$ cat src/rtl/fv_bank_req_arbiter_if.sv
// Request/packet bundle between the Edge PEs, the FV bank request arbiter and
// the FV bank controllers. The master side drives PE requests and bank
// availability. The slave side (the arbiter) returns grants and bank packets.
interface fv_bank_req_arbiter_if #(
    parameter int unsigned NUM_PE    = 4,
    parameter int unsigned NUM_BANK  = 4,
    parameter int unsigned NODE_ID_W = 8,
    parameter int unsigned DATA_W    = 1
);
    localparam int unsigned PE_TAG_W = $clog2(NUM_PE);

    // PE request side
    logic [NUM_PE-1:0]           pe_req_valid;
    logic [NUM_PE-1:0]           pe_req_rd_wr;
    logic [NUM_PE*NODE_ID_W-1:0] pe_req_Node_id;
    logic [NUM_PE*DATA_W-1:0]    pe_req_data;
    logic [NUM_PE-1:0]           pe_req_wr_sos;
    logic [NUM_PE-1:0]           pe_req_wr_eos;
    logic [NUM_PE-1:0]           pe_req_ready;

    // Bank request side
    logic [NUM_BANK-1:0]           bank_available;
    logic [NUM_BANK-1:0]           bank_req_valid;
    logic [NUM_BANK*PE_TAG_W-1:0]  bank_req_PE_tag;
    logic [NUM_BANK-1:0]           bank_req_rd_wr;
    logic [NUM_BANK*NODE_ID_W-1:0] bank_req_Node_id;
    logic [NUM_BANK*DATA_W-1:0]    bank_req_data;
    logic [NUM_BANK-1:0]           bank_req_wr_sos;
    logic [NUM_BANK-1:0]           bank_req_wr_eos;
    logic [NUM_BANK-1:0]           bank_locked;

    modport master (
        output pe_req_valid, pe_req_rd_wr, pe_req_Node_id, pe_req_data,
               pe_req_wr_sos, pe_req_wr_eos, bank_available,
        input  pe_req_ready, bank_req_valid, bank_req_PE_tag, bank_req_rd_wr,
               bank_req_Node_id, bank_req_data, bank_req_wr_sos, bank_req_wr_eos,
               bank_locked
    );

    modport slave (
        input  pe_req_valid, pe_req_rd_wr, pe_req_Node_id, pe_req_data,
               pe_req_wr_sos, pe_req_wr_eos, bank_available,
        output pe_req_ready, bank_req_valid, bank_req_PE_tag, bank_req_rd_wr,
               bank_req_Node_id, bank_req_data, bank_req_wr_sos, bank_req_wr_eos,
               bank_locked
    );
endinterface

$ cat src/rtl/fv_bank_req_arbiter.sv
// FV bank request arbiter: routes PE request packets to FV banks selected by
// the low node-id bits. Each bank has its own round-robin arbiter and a
// write-stream lock that keeps the bank with one PE from sos to eos.
// Optional feature macro: FV_ARB_CONFLICT_CNT_EN adds per-bank 16-bit
// saturating conflict counters on output conflict_cnt.
module fv_bank_req_arbiter #(
    parameter int unsigned NUM_PE    = 4,
    parameter int unsigned NUM_BANK  = 4,
    parameter int unsigned NODE_ID_W = 8,
    parameter int unsigned DATA_W    = 1
) (
    input logic                  clk,
    input logic                  reset,
    fv_bank_req_arbiter_if.slave bus
`ifdef FV_ARB_CONFLICT_CNT_EN
    ,
    output logic [NUM_BANK*16-1:0] conflict_cnt
`endif
);
    localparam int unsigned PE_TAG_W = $clog2(NUM_PE);
    localparam int unsigned BANK_W   = $clog2(NUM_BANK);

    typedef enum logic {StIdle, StLocked} bank_state_e;

    bank_state_e         state_q [NUM_BANK];
    bank_state_e         state_d [NUM_BANK];
    logic [PE_TAG_W-1:0] owner_q [NUM_BANK];
    logic [PE_TAG_W-1:0] owner_d [NUM_BANK];
    logic [PE_TAG_W-1:0] rr_q    [NUM_BANK];
    logic [PE_TAG_W-1:0] rr_d    [NUM_BANK];

    logic [BANK_W-1:0]   tgt  [NUM_PE];
    logic [PE_TAG_W-1:0] win  [NUM_BANK];
    logic [NUM_BANK-1:0] hit;
    logic [NUM_BANK-1:0] grant;

    logic [NUM_BANK-1:0]           valid_q;
    logic [NUM_BANK*PE_TAG_W-1:0]  tag_q;
    logic [NUM_BANK-1:0]           rd_wr_q;
    logic [NUM_BANK*NODE_ID_W-1:0] node_id_q;
    logic [NUM_BANK*DATA_W-1:0]    data_q;
    logic [NUM_BANK-1:0]           sos_q;
    logic [NUM_BANK-1:0]           eos_q;

    // Target bank of each PE from the low node-id bits.
    always_comb begin
        for (int p = 0; p < NUM_PE; p++) begin
            tgt[p] = bus.pe_req_Node_id[p*NODE_ID_W +: BANK_W];
        end
    end

    // Per-bank round-robin pick: first candidate at or after rr_ptr; a locked
    // bank only considers its owner.
    always_comb begin : arb_comb
        logic [PE_TAG_W-1:0] idx;
        idx   = '0;
        hit   = '0;
        grant = '0;
        for (int b = 0; b < NUM_BANK; b++) begin
            win[b] = '0;
            for (int i = 0; i < NUM_PE; i++) begin
                idx = rr_q[b] + PE_TAG_W'(i);
                if (!hit[b] && bus.pe_req_valid[idx] && (tgt[idx] == BANK_W'(b)) &&
                    (state_q[b] == StIdle || owner_q[b] == idx)) begin
                    hit[b] = 1'b1;
                    win[b] = idx;
                end
            end
            grant[b] = hit[b] & bus.bank_available[b];
        end
    end

    // Each PE targets exactly one bank, so at most one grant lands per PE.
    always_comb begin
        bus.pe_req_ready = '0;
        for (int b = 0; b < NUM_BANK; b++) begin
            if (grant[b]) begin
                bus.pe_req_ready[win[b]] = 1'b1;
            end
        end
    end

    // Lock FSM and round-robin pointer next state.
    always_comb begin
        for (int b = 0; b < NUM_BANK; b++) begin
            state_d[b] = state_q[b];
            owner_d[b] = owner_q[b];
            rr_d[b]    = rr_q[b];
        end
        for (int b = 0; b < NUM_BANK; b++) begin
            unique case (state_q[b])
                StIdle: begin
                    if (grant[b]) begin
                        rr_d[b] = win[b] + PE_TAG_W'(1);
                        if (bus.pe_req_rd_wr[win[b]] && bus.pe_req_wr_sos[win[b]] &&
                            !bus.pe_req_wr_eos[win[b]]) begin
                            state_d[b] = StLocked;
                            owner_d[b] = win[b];
                        end
                    end
                end
                StLocked: begin
                    // Only the owner can win here; its eos write releases the bank.
                    if (grant[b] && bus.pe_req_rd_wr[win[b]] && bus.pe_req_wr_eos[win[b]]) begin
                        state_d[b] = StIdle;
                        rr_d[b]    = owner_q[b] + PE_TAG_W'(1);
                    end
                end
                default: ;
            endcase
        end
    end

    // Lock FSM and round-robin pointer registers.
    always_ff @(posedge clk) begin
        for (int b = 0; b < NUM_BANK; b++) begin
            if (reset) begin
                state_q[b] <= StIdle;
                owner_q[b] <= '0;
                rr_q[b]    <= '0;
            end else begin
                state_q[b] <= state_d[b];
                owner_q[b] <= owner_d[b];
                rr_q[b]    <= rr_d[b];
            end
        end
    end

    // Registered bank packets; fields hold their value on ungranted cycles.
    always_ff @(posedge clk) begin
        if (reset) begin
            valid_q   <= '0;
            tag_q     <= '0;
            rd_wr_q   <= '0;
            node_id_q <= '0;
            data_q    <= '0;
            sos_q     <= '0;
            eos_q     <= '0;
        end else begin
            valid_q <= grant;
            for (int b = 0; b < NUM_BANK; b++) begin
                if (grant[b]) begin
                    tag_q[b*PE_TAG_W +: PE_TAG_W]    <= win[b];
                    rd_wr_q[b]                       <= bus.pe_req_rd_wr[win[b]];
                    node_id_q[b*NODE_ID_W +: NODE_ID_W] <=
                        bus.pe_req_Node_id[win[b]*NODE_ID_W +: NODE_ID_W];
                    data_q[b*DATA_W +: DATA_W]       <= bus.pe_req_data[win[b]*DATA_W +: DATA_W];
                    sos_q[b]                         <= bus.pe_req_wr_sos[win[b]];
                    eos_q[b]                         <= bus.pe_req_wr_eos[win[b]];
                end
            end
        end
    end

    // Drive the bank-side outputs from the registers.
    always_comb begin
        bus.bank_req_valid   = valid_q;
        bus.bank_req_PE_tag  = tag_q;
        bus.bank_req_rd_wr   = rd_wr_q;
        bus.bank_req_Node_id = node_id_q;
        bus.bank_req_data    = data_q;
        bus.bank_req_wr_sos  = sos_q;
        bus.bank_req_wr_eos  = eos_q;
        for (int b = 0; b < NUM_BANK; b++) begin
            bus.bank_locked[b] = (state_q[b] == StLocked);
        end
    end

`ifdef FV_ARB_CONFLICT_CNT_EN
    logic [NUM_BANK-1:0] conflict;
    logic [15:0]         cnt_q [NUM_BANK];

    // A bank is in conflict when two or more valid PEs target it, or when a
    // non-owner targets it while it is locked.
    always_comb begin : conflict_comb
        logic seen;
        seen     = 1'b0;
        conflict = '0;
        for (int b = 0; b < NUM_BANK; b++) begin
            seen = 1'b0;
            for (int p = 0; p < NUM_PE; p++) begin
                if (bus.pe_req_valid[p] && (tgt[p] == BANK_W'(b))) begin
                    if (seen) begin
                        conflict[b] = 1'b1;
                    end
                    seen = 1'b1;
                    if (state_q[b] == StLocked && owner_q[b] != PE_TAG_W'(p)) begin
                        conflict[b] = 1'b1;
                    end
                end
            end
        end
    end

    // Saturating per-bank conflict counters.
    always_ff @(posedge clk) begin
        for (int b = 0; b < NUM_BANK; b++) begin
            if (reset) begin
                cnt_q[b] <= '0;
            end else if (conflict[b] && cnt_q[b] != 16'hFFFF) begin
                cnt_q[b] <= cnt_q[b] + 16'd1;
            end
        end
    end

    // Flatten counters onto the output port.
    always_comb begin
        for (int b = 0; b < NUM_BANK; b++) begin
            conflict_cnt[b*16 +: 16] = cnt_q[b];
        end
    end
`endif

endmodule

$ cat src/flat_wrapper.sv
// flat-port wrapper written by rule: the top's interface ports become plain ports
module fv_bank_req_arbiter_flat 
#(
    parameter int unsigned NUM_PE    = 4,
    parameter int unsigned NUM_BANK  = 4,
    parameter int unsigned NODE_ID_W = 8,
    parameter int unsigned DATA_W    = 1
)
  (clk, reset, bus_pe_req_valid, bus_pe_req_rd_wr, bus_pe_req_Node_id, bus_pe_req_data, bus_pe_req_wr_sos, bus_pe_req_wr_eos, bus_bank_available, bus_pe_req_ready, bus_bank_req_valid, bus_bank_req_PE_tag, bus_bank_req_rd_wr, bus_bank_req_Node_id, bus_bank_req_data, bus_bank_req_wr_sos, bus_bank_req_wr_eos, bus_bank_locked);
  fv_bank_req_arbiter_if #(.NUM_PE(NUM_PE), .NUM_BANK(NUM_BANK), .NODE_ID_W(NODE_ID_W), .DATA_W(DATA_W)) bus_i ();
  input logic clk;
  input logic reset;
  input wire logic [$bits(bus_i.pe_req_valid)-1:0] bus_pe_req_valid;
  input wire logic [$bits(bus_i.pe_req_rd_wr)-1:0] bus_pe_req_rd_wr;
  input wire logic [$bits(bus_i.pe_req_Node_id)-1:0] bus_pe_req_Node_id;
  input wire logic [$bits(bus_i.pe_req_data)-1:0] bus_pe_req_data;
  input wire logic [$bits(bus_i.pe_req_wr_sos)-1:0] bus_pe_req_wr_sos;
  input wire logic [$bits(bus_i.pe_req_wr_eos)-1:0] bus_pe_req_wr_eos;
  input wire logic [$bits(bus_i.bank_available)-1:0] bus_bank_available;
  output wire logic [$bits(bus_i.pe_req_ready)-1:0] bus_pe_req_ready;
  output wire logic [$bits(bus_i.bank_req_valid)-1:0] bus_bank_req_valid;
  output wire logic [$bits(bus_i.bank_req_PE_tag)-1:0] bus_bank_req_PE_tag;
  output wire logic [$bits(bus_i.bank_req_rd_wr)-1:0] bus_bank_req_rd_wr;
  output wire logic [$bits(bus_i.bank_req_Node_id)-1:0] bus_bank_req_Node_id;
  output wire logic [$bits(bus_i.bank_req_data)-1:0] bus_bank_req_data;
  output wire logic [$bits(bus_i.bank_req_wr_sos)-1:0] bus_bank_req_wr_sos;
  output wire logic [$bits(bus_i.bank_req_wr_eos)-1:0] bus_bank_req_wr_eos;
  output wire logic [$bits(bus_i.bank_locked)-1:0] bus_bank_locked;
  assign bus_i.pe_req_valid = bus_pe_req_valid;
  assign bus_i.pe_req_rd_wr = bus_pe_req_rd_wr;
  assign bus_i.pe_req_Node_id = bus_pe_req_Node_id;
  assign bus_i.pe_req_data = bus_pe_req_data;
  assign bus_i.pe_req_wr_sos = bus_pe_req_wr_sos;
  assign bus_i.pe_req_wr_eos = bus_pe_req_wr_eos;
  assign bus_i.bank_available = bus_bank_available;
  assign bus_pe_req_ready = bus_i.pe_req_ready;
  assign bus_bank_req_valid = bus_i.bank_req_valid;
  assign bus_bank_req_PE_tag = bus_i.bank_req_PE_tag;
  assign bus_bank_req_rd_wr = bus_i.bank_req_rd_wr;
  assign bus_bank_req_Node_id = bus_i.bank_req_Node_id;
  assign bus_bank_req_data = bus_i.bank_req_data;
  assign bus_bank_req_wr_sos = bus_i.bank_req_wr_sos;
  assign bus_bank_req_wr_eos = bus_i.bank_req_wr_eos;
  assign bus_bank_locked = bus_i.bank_locked;
  fv_bank_req_arbiter #(.NUM_PE(NUM_PE), .NUM_BANK(NUM_BANK), .NODE_ID_W(NODE_ID_W), .DATA_W(DATA_W)) u_core (.clk(clk), .reset(reset), .bus(bus_i));
endmodule
$ cat config.mk
export PLATFORM = sky130hd
export DESIGN_NAME = fv_bank_req_arbiter_flat
export DESIGN_NICKNAME = d
export VERILOG_FILES = /design/src/rtl/fv_bank_req_arbiter_if.sv /design/src/rtl/fv_bank_req_arbiter.sv /design/src/flat_wrapper.sv
export SDC_FILE = /design/constraint.sdc
export NUM_CORES = 1
export LEC_CHECK = 0
export CAP_MARGIN = 10
export CORE_ASPECT_RATIO = 0.9
export CORE_MARGIN = 1.5
export CORE_UTILIZATION = 55
export CTS_BUF_LIST = sky130_fd_sc_hd__clkbuf_8
export DETAILED_ROUTE_END_ITERATION = 8
export PLACE_DENSITY_LB_ADDON = 0.2
export SYNTH_ARGS = -nofsm -noshare
export SYNTH_HDL_FRONTEND = slang
export SYNTH_SLANG_ARGS = --single-unit
export TNS_END_PERCENT = 5
$ cat constraint.sdc
create_clock -name clk -period 7.3 [get_ports clk]
set_input_delay 2.19 -clock clk [delete_from_list [all_inputs] [get_ports clk]]
set_output_delay 2.19 -clock clk [all_outputs]
set_load 0.005 [all_outputs]
## Yosys cells after proc, flatten, opt, wreduce, memory -nomap -nowiden

Memory sizes are Yosys's and may differ from the RTL's.
Cells that the tools add are included.

| storage, ports and cells | value |
|---|---|
| RAM bits | 20 |
| word-level logic and storage cells | 466 |
| output and inout port bits | 68 |
| memories | 3 |
| input port bits | 58 |
| register bits | 60 |

Memory list:

| memory | depth | width | rd ports | clocked after Yosys merged registers in | write ports | RTL line | text |
|---|---|---|---|---|---|---|---|
| u_core.owner_q | 4 | 2 | 4 | 0 | 4 | fv_bank_req_arbiter.sv:27 | `logic [PE_TAG_W-1:0] owner_q [NUM_BANK];` |
| u_core.rr_q | 4 | 2 | 4 | 0 | 4 | fv_bank_req_arbiter.sv:29 | `logic [PE_TAG_W-1:0] rr_q [NUM_BANK];` |
| u_core.state_q | 4 | 1 | 4 | 0 | 4 | fv_bank_req_arbiter.sv:25 | `bank_state_e state_q [NUM_BANK];` |

| cells by class | value |
|---|---|
| eq/ne operators | 28 |
| shift operators | 8 |
| mux-type cells | 203 |
| $lt $le $gt $ge | 40 |
| reduce and logical (&&, ||, !) cells | 100 |
| $add $sub $neg | 20 |
| bitwise gates (word level) | 39 |

Operator list:

| cell | count |
|---|---|
| 2-to-1 mux 2 bit | 76 |
| variable part select 32 x 6 -> 8 bit | 4 |
| 2-to-1 mux 1 bit | 67 |
| binary-select mux 2 bit (select 2 bit) | 16 |
| logical AND 1 bit | 64 |
| < comparator 2 x 3 -> 1 bit (second input constant) | 20 |
| binary-select mux 1 bit (select 2 bit) | 28 |
| greater-or-equal comparator 3 bit (second input constant) | 16 |
| NOT 2 -> 3 bit | 16 |
| == test 2 bit | 16 |
| adder 2 x 1 -> 2 bit (second input constant) | 12 |
| adder 2 bit (second input constant) | 8 |
| == test 2 bit (second input constant) | 8 |
| logical NOT 1 bit | 16 |
| logical OR 1 bit | 16 |
| 2-to-1 mux 4 bit | 4 |
| one-hot mux 2 bit (2 select lines) | 4 |
| variable part select 4 x 3 -> 1 bit | 4 |
| bitwise OR 1 bit | 12 |
| bitwise OR 4 bit | 3 |
| demux 1 bit (select 2 bit) | 4 |
| == test 2 x 1 -> 1 bit (second input constant) | 4 |
| greater-or-equal comparator 2 x 1 -> 1 bit (second input constant) | 4 |
| logical NOT 2 bit | 4 |
| other kinds (3) | 12 |

## Logic depth before layout (Yosys ltp)

| logic depth | value |
|---|---|
| depth in word-level cells | 34 |
| gate-level depth with buffers | 13 |
| depth with buffers taken out | 10 |

## Least setup slack after synthesis

OpenSTA, ideal clock, no wires.

| timing | value |
|---|---|
| kind | input to output |
| start point | input bus_pe_req_Node_id[24] |
| end point | output bus_pe_req_ready[3] |
| path slack | 0.585 ns |
| data required time | 5.110 ns |
| path buffers | 3 |
| data arrival time | 4.525 ns |
| cell stages on the path | 12 |
| path through | buf_2 > nand3_1 > mux4_2 > a31oi_1 > o21ai_1 > a22oi_2 > buf_4 > buf_2 > nor2_1 > a22o_1 > a31oi_1 > o21ai_0 |

| on the way | value |
|---|---|
| longest elaborated chain between the ends | 33 |
| elaborated cells between the ends (all ways) | 183 |
| those cells by class | order compare: 8; eq/ne: 12; mux: 92; bitwise: 7; reduce/logical: 64 |

Ends and longest elaborated chain:

| item | RTL line | text |
|---|---|---|
| start, declared | flat_wrapper.sv:15 | `input wire logic [$bits(bus_i.pe_req_Node_id)-1:0] bus_pe_req_Node_id;` |
| binary-select mux 2 bit (select 2 bit) | fv_bank_req_arbiter.sv:63 | `if (!hit[b] && bus.pe_req_valid[idx] && (tgt[idx] == BANK_W'(b)) &&` |
| 2-to-1 mux 2 bit (implied by the code) (2 in series) | fv_bank_req_arbiter.sv:63 |  |
| logical NOT 2 bit | fv_bank_req_arbiter.sv:63 |  |
| logical AND 1 bit (2 in series) | fv_bank_req_arbiter.sv:63 |  |
| 2-to-1 mux 1 bit | fv_bank_req_arbiter.sv:63 |  |
| logical NOT 1 bit | fv_bank_req_arbiter.sv:63 |  |
| logical AND 1 bit (3 in series) | fv_bank_req_arbiter.sv:63 |  |
| 2-to-1 mux 1 bit | fv_bank_req_arbiter.sv:63 |  |
| (+13 left out) | -- |  |
| demux 1 bit (select 2 bit) | -- |  |
| 2-to-1 mux 4 bit | fv_bank_req_arbiter.sv:77 | `if (grant[b]) begin` |
| bitwise OR 4 bit (no line) | -- |  |
| 2-to-1 mux 4 bit | fv_bank_req_arbiter.sv:77 |  |
| bitwise OR 4 bit (no line) | -- |  |
| 2-to-1 mux 4 bit | fv_bank_req_arbiter.sv:77 |  |
| bitwise OR 4 bit (no line) | -- |  |
| 2-to-1 mux 4 bit (*) | fv_bank_req_arbiter.sv:77 |  |
| end, declared | flat_wrapper.sv:20 | `output wire logic [$bits(bus_i.pe_req_ready)-1:0] bus_pe_req_ready;` |

Every way passes the cells marked *; elsewhere a longest branch is shown, timed or not. The select of a mux whose other input is x is not followed.

## Worst setup path in the final report

| timing | value |
|---|---|
| start point | input bus_pe_req_Node_id[25] |
| end point | output bus_pe_req_ready[1] |

Same word-level chain as after synthesis.

==> run_results.csv <==
group,metric,value,unit
floorplan,die-height,108,um
clocking,cts_tree,"done",
clocking,htreeDepth,3,
worst_setup_path,cp_max_fo,7,
yosys,synth.distinct_cells,90,
clocking,ctsHoldBuffers,0,
yosys,ys.flop_type,"dfxtp_1",
pwr,p_int,1720,uW
worst_setup_path,critPathTopFamily,"buffers and inverters",
finish,fin_nets,1071,
hold_path,worstHoldPathType,"reg -> reg",
worst_setup_path,critPathKind,"in -> out",
timing,fin_setup_tns,-0.174,ns
grt,track_usage,35.9,%
floorplan,dieArea,13000,um^2
place,place_congestion,0.929,
worst_setup_path,reg2reg_to,"u_core.owner_q[3][0]",
routing,drtPass1Iterations,5,
timing,drv_slew,0,
timing,clock_skew,0.0105,ns
finish,diodes,0,
grt,antenna_found_initial,0,
timing,fmaxAchievable,134,MHz
yosys,synth_area_per_cell,8.05,um^2
floorplan,core,12000,um^2
floorplan,ioPinCount,126,
routing,vias,7442,
timing,fin_crit_sh,102,%
pwr,power.density,359,nW/um^2
yosys,syn_nets,899,
hold_path,min_path_cells,2,
finish,syn_to_final_growth,31.9,%
yosys,synth_edf_count,0,
pwr,clkPwrFrac,10.1,%
worst_setup_path,r2r-start,"u_core.rr_q[3][0]",
worst_setup_path,worstPathArrival,5.26,ns
floorplan,die_width,120,um
timing,min_period,7.45,ns
routing,drtAntennaViolNets,0,
finish,multi_input_area,4830,um^2
worst_setup_path,worst_path_largest_cell_delay,0.60,ns
pwr,seqPwrFrac,22.2,%
worst_setup_path,critPathBufInv,4,
worst_setup_path,critical_path.endpoint_type,"output port",
yosys,synth_area,6770,um^2
worst_setup_path,r2r_slack,3.51,ns
worst_setup_path,worstPathRequired,5.11,ns
finish,final_util,74.2,%
clocking,ctsRootBufferMaster,"clkbuf_8",
timing,setup_viol,2,
pwr,sw_frac_of_total,46.2,%
status,violations,"setup timing",
yosys,yosysTopAreaCell,"dfxtp_1",
routing,wl,23300,um
worst_setup_path,slowest_stage,"or4bb_4",
timing,hold_viol,0,
routing,routedWlPerCell,19.8,um
floorplan,num_rows,38,
routing,drt-vias-per-instance,6.32,
clocking,cts.path.max_buffers,2,
place,portBuffers,125,
yosys,synthArstFlopShare,0,%
timing,setup_slack,-0.146,ns
status,run_status,"complete, but fails checks",
pwr,leakage,0.00356,uW
job,drv_cap,0,
hold_path,hp-start,"u_core.bus.bank_req_Node_id[25]",
pwr,ir_drop,206,uV
worst_setup_path,reg2reg_depth,12,
yosys,ys_ff_latch,80,
yosys,yosysTopAreaCellShare,23.7,%
worst_setup_path,worstPathCellList,"clkdlybuf4s50_1 > or4bb_4 > buf_4 > a21oi_4 > a2bb2oi_4 > buf_4 > o21bai_1 > o221ai_2 > o31ai_1 > clkdlybuf4s50_1",
finish,nFillCells,935,
finish,regArea,1600,um^2
place,place_hpwl,17700,um
clocking,clk_latency,0.38,ns
floorplan,initial_utilization,56.3,%
yosys,synth_seq_area_share,23.7,%
pwr,p_switching,1480,uW
timing,rsz0062_at_grt,"true",
grt,grt_overflow,0,
finish,drive_gt1_share,19.3,%
hold_path,min_to,"u_core.bus.bank_req_Node_id[25]",
pwr,combPwrFrac,67.7,%
timing,tightest_slew,0.790,ns
routing,drc,0,
timing,max_slew_margin,47.3,%
clocking,clk_pin_slew,0.08,ns
pwr,p_total,3210,uW
yosys,syn-instance-count,841,
routing,drt_iter0_drc,706,
grt,grt_first_pass_wirelength,36900,um
clocking,clock_sinks,80,
yosys,yosysWarnings,0,
grt,grt_max_degree,75,
worst_setup_path,startpoint_type,"primary input",
grt,grt_pass1_vias,7151,
yosys,ys_top_cells_by_area,"dfxtp_1, mux2i_1, nor2_1",
clocking,cts_buffers,9,
timing,hold_ws,0.459,ns
## power by group through the flow
stage,Sequential [uW],Combinational (uW),Clock (uW)
floorplan,631,1390,0
global placement,705,2030,0
detailed placement,714,2100,0
CTS,706,2110,326
global route,728,2320,345
finish,713,2170,324
## how the worst max path moves through the flow
stage                                     end  cells after the start  slack [ns]                   start
after CTS                 bus_pe_req_ready[1]                     11       -0.14   bus_pe_req_Node_id[8]
after detailed placement  bus_pe_req_ready[0]                     12       -0.25     bus_pe_req_valid[0]
after floorplan           bus_pe_req_ready[3]                     12        0.59  bus_pe_req_Node_id[24]
final                     bus_pe_req_ready[1]                     10       -0.15  bus_pe_req_Node_id[25]
after global routing      bus_pe_req_ready[1]                     11       -0.26  bus_pe_req_Node_id[25]
after global placement    bus_pe_req_ready[0]                     12       -0.20     bus_pe_req_valid[0]
## through the flow
stage,area [um^2],instances,setup slack [ns]
2_1_floorplan,6770,841,0.585
3_3_place_gp,8680,1161,-0.203
3_5_place_dp,8680,1161,-0.251
4_1_cts,8880,1177,-0.140
5_1_grt,8930,1178,-0.256
6_report,8930,1178,-0.146
## final cells by class
| cell class | instances | share of cell area [%] |
|---|---|---|
| flip-flops and latches | 80 | 17.9 |
| repair buffers | 227 | 22.6 |
| inverters | 27 | 1.13 |
| well taps | 160 | 2.24 |
| multi-input cells | 668 | 54.0 |
| clock buffers | 9 | 1.39 |
| clock inverters | 7 | 0.714 |
## logic make-up after synthesis
logic type             share of synthesized area, %
AND/OR/NAND/NOR                                20.3
AO/OA/AOI/OAI                                  26.4
multiplexers                                   21.1
buffers and inverters                          6.13
flip-flops                                     23.7
XOR/XNOR                                       2.44
## layer usage
metal | vias to the layer above | wire [um] | GRT usage (%) | part of all wire (%)
met1 | 3519 | 10100 | 47.6 | 43
met5 | - | 0 | 0 | 0
met3 | 70 | 1870 | 7.28 | 8.0
met4 | 0 | 700 | 12.8 | 3.0
met2 | 392 | 10600 | 58.1 | 45
li1 | 3461 | - | - | -
## flip-flops by register name, indices dropped and copies added, names as in the netlist
name                         flops
u_core.bus.bank_req_PE_tag       8
u_core.rr_q                      8
u_core.state_q                   4
u_core.bus.bank_req_data         4
u_core.bus.bank_req_Node_id     32
u_core.bus.bank_req_wr_eos       4
u_core.owner_q                   8
u_core.bus.bank_req_valid        4
u_core.bus.bank_req_wr_sos       4
u_core.bus.bank_req_rd_wr        4
## cells in the final DEF, fill, tap and decap left out, types with 10 or more instances in the layout
master           Yosys  routed
clkdlybuf4s50_1      0     114
o211ai_1            20      20
nor3_1              17      16
nand3_1             20      20
mux4_2              10      10
mux2_2              18      18
inv_1               23      25
mux2i_1             95      93
a211oi_1            27      27
o21ai_0             31      31
nand2_1             65      65
nor2_1              91      89
a21oi_1             68      66
dfxtp_1             80      80
and3_1              10      10
nor2b_1             18      18
buf_4               11     102
## worst register-to-register path, stage by stage (launching register included)
cell and delay (ns):
dfxtp_1 0.69, inv_2 0.23, mux4_2 0.51, nand2b_1 0.20, a21o_1 0.21, a22oi_2 0.19, buf_4 0.15, buf_4 0.36
nor2_1 0.08, a211o_1 0.31, nand2b_1 0.18, a21oi_1 0.22, mux2_1 0.35
## Yosys cell counts (10+ instances only)
cell and count:
dfxtp_1 80, nand2_1 65, a211oi_1 27, buf_2 20, clkbuf_1 33, nor2_1 91
nor2b_1 18, a21oi_1 68, nor3_1 17, and3_1 10, inv_1 23, mux2_2 18
o211ai_1 20, mux4_2 10, buf_4 11, nand3_1 20, o21ai_0 31, mux2i_1 95
## repair_timing
| item | 4_1_cts | 5_1_grt |
|---|---|---|
| gates resized for setup | 11 | 12 |
| endpoints found under the setup margin | 4 | 4 |
| pin swaps | 1 | 1 |
| setup buffers | 0 | 1 |
No activity file was read; power rests on OpenSTA's default activity.
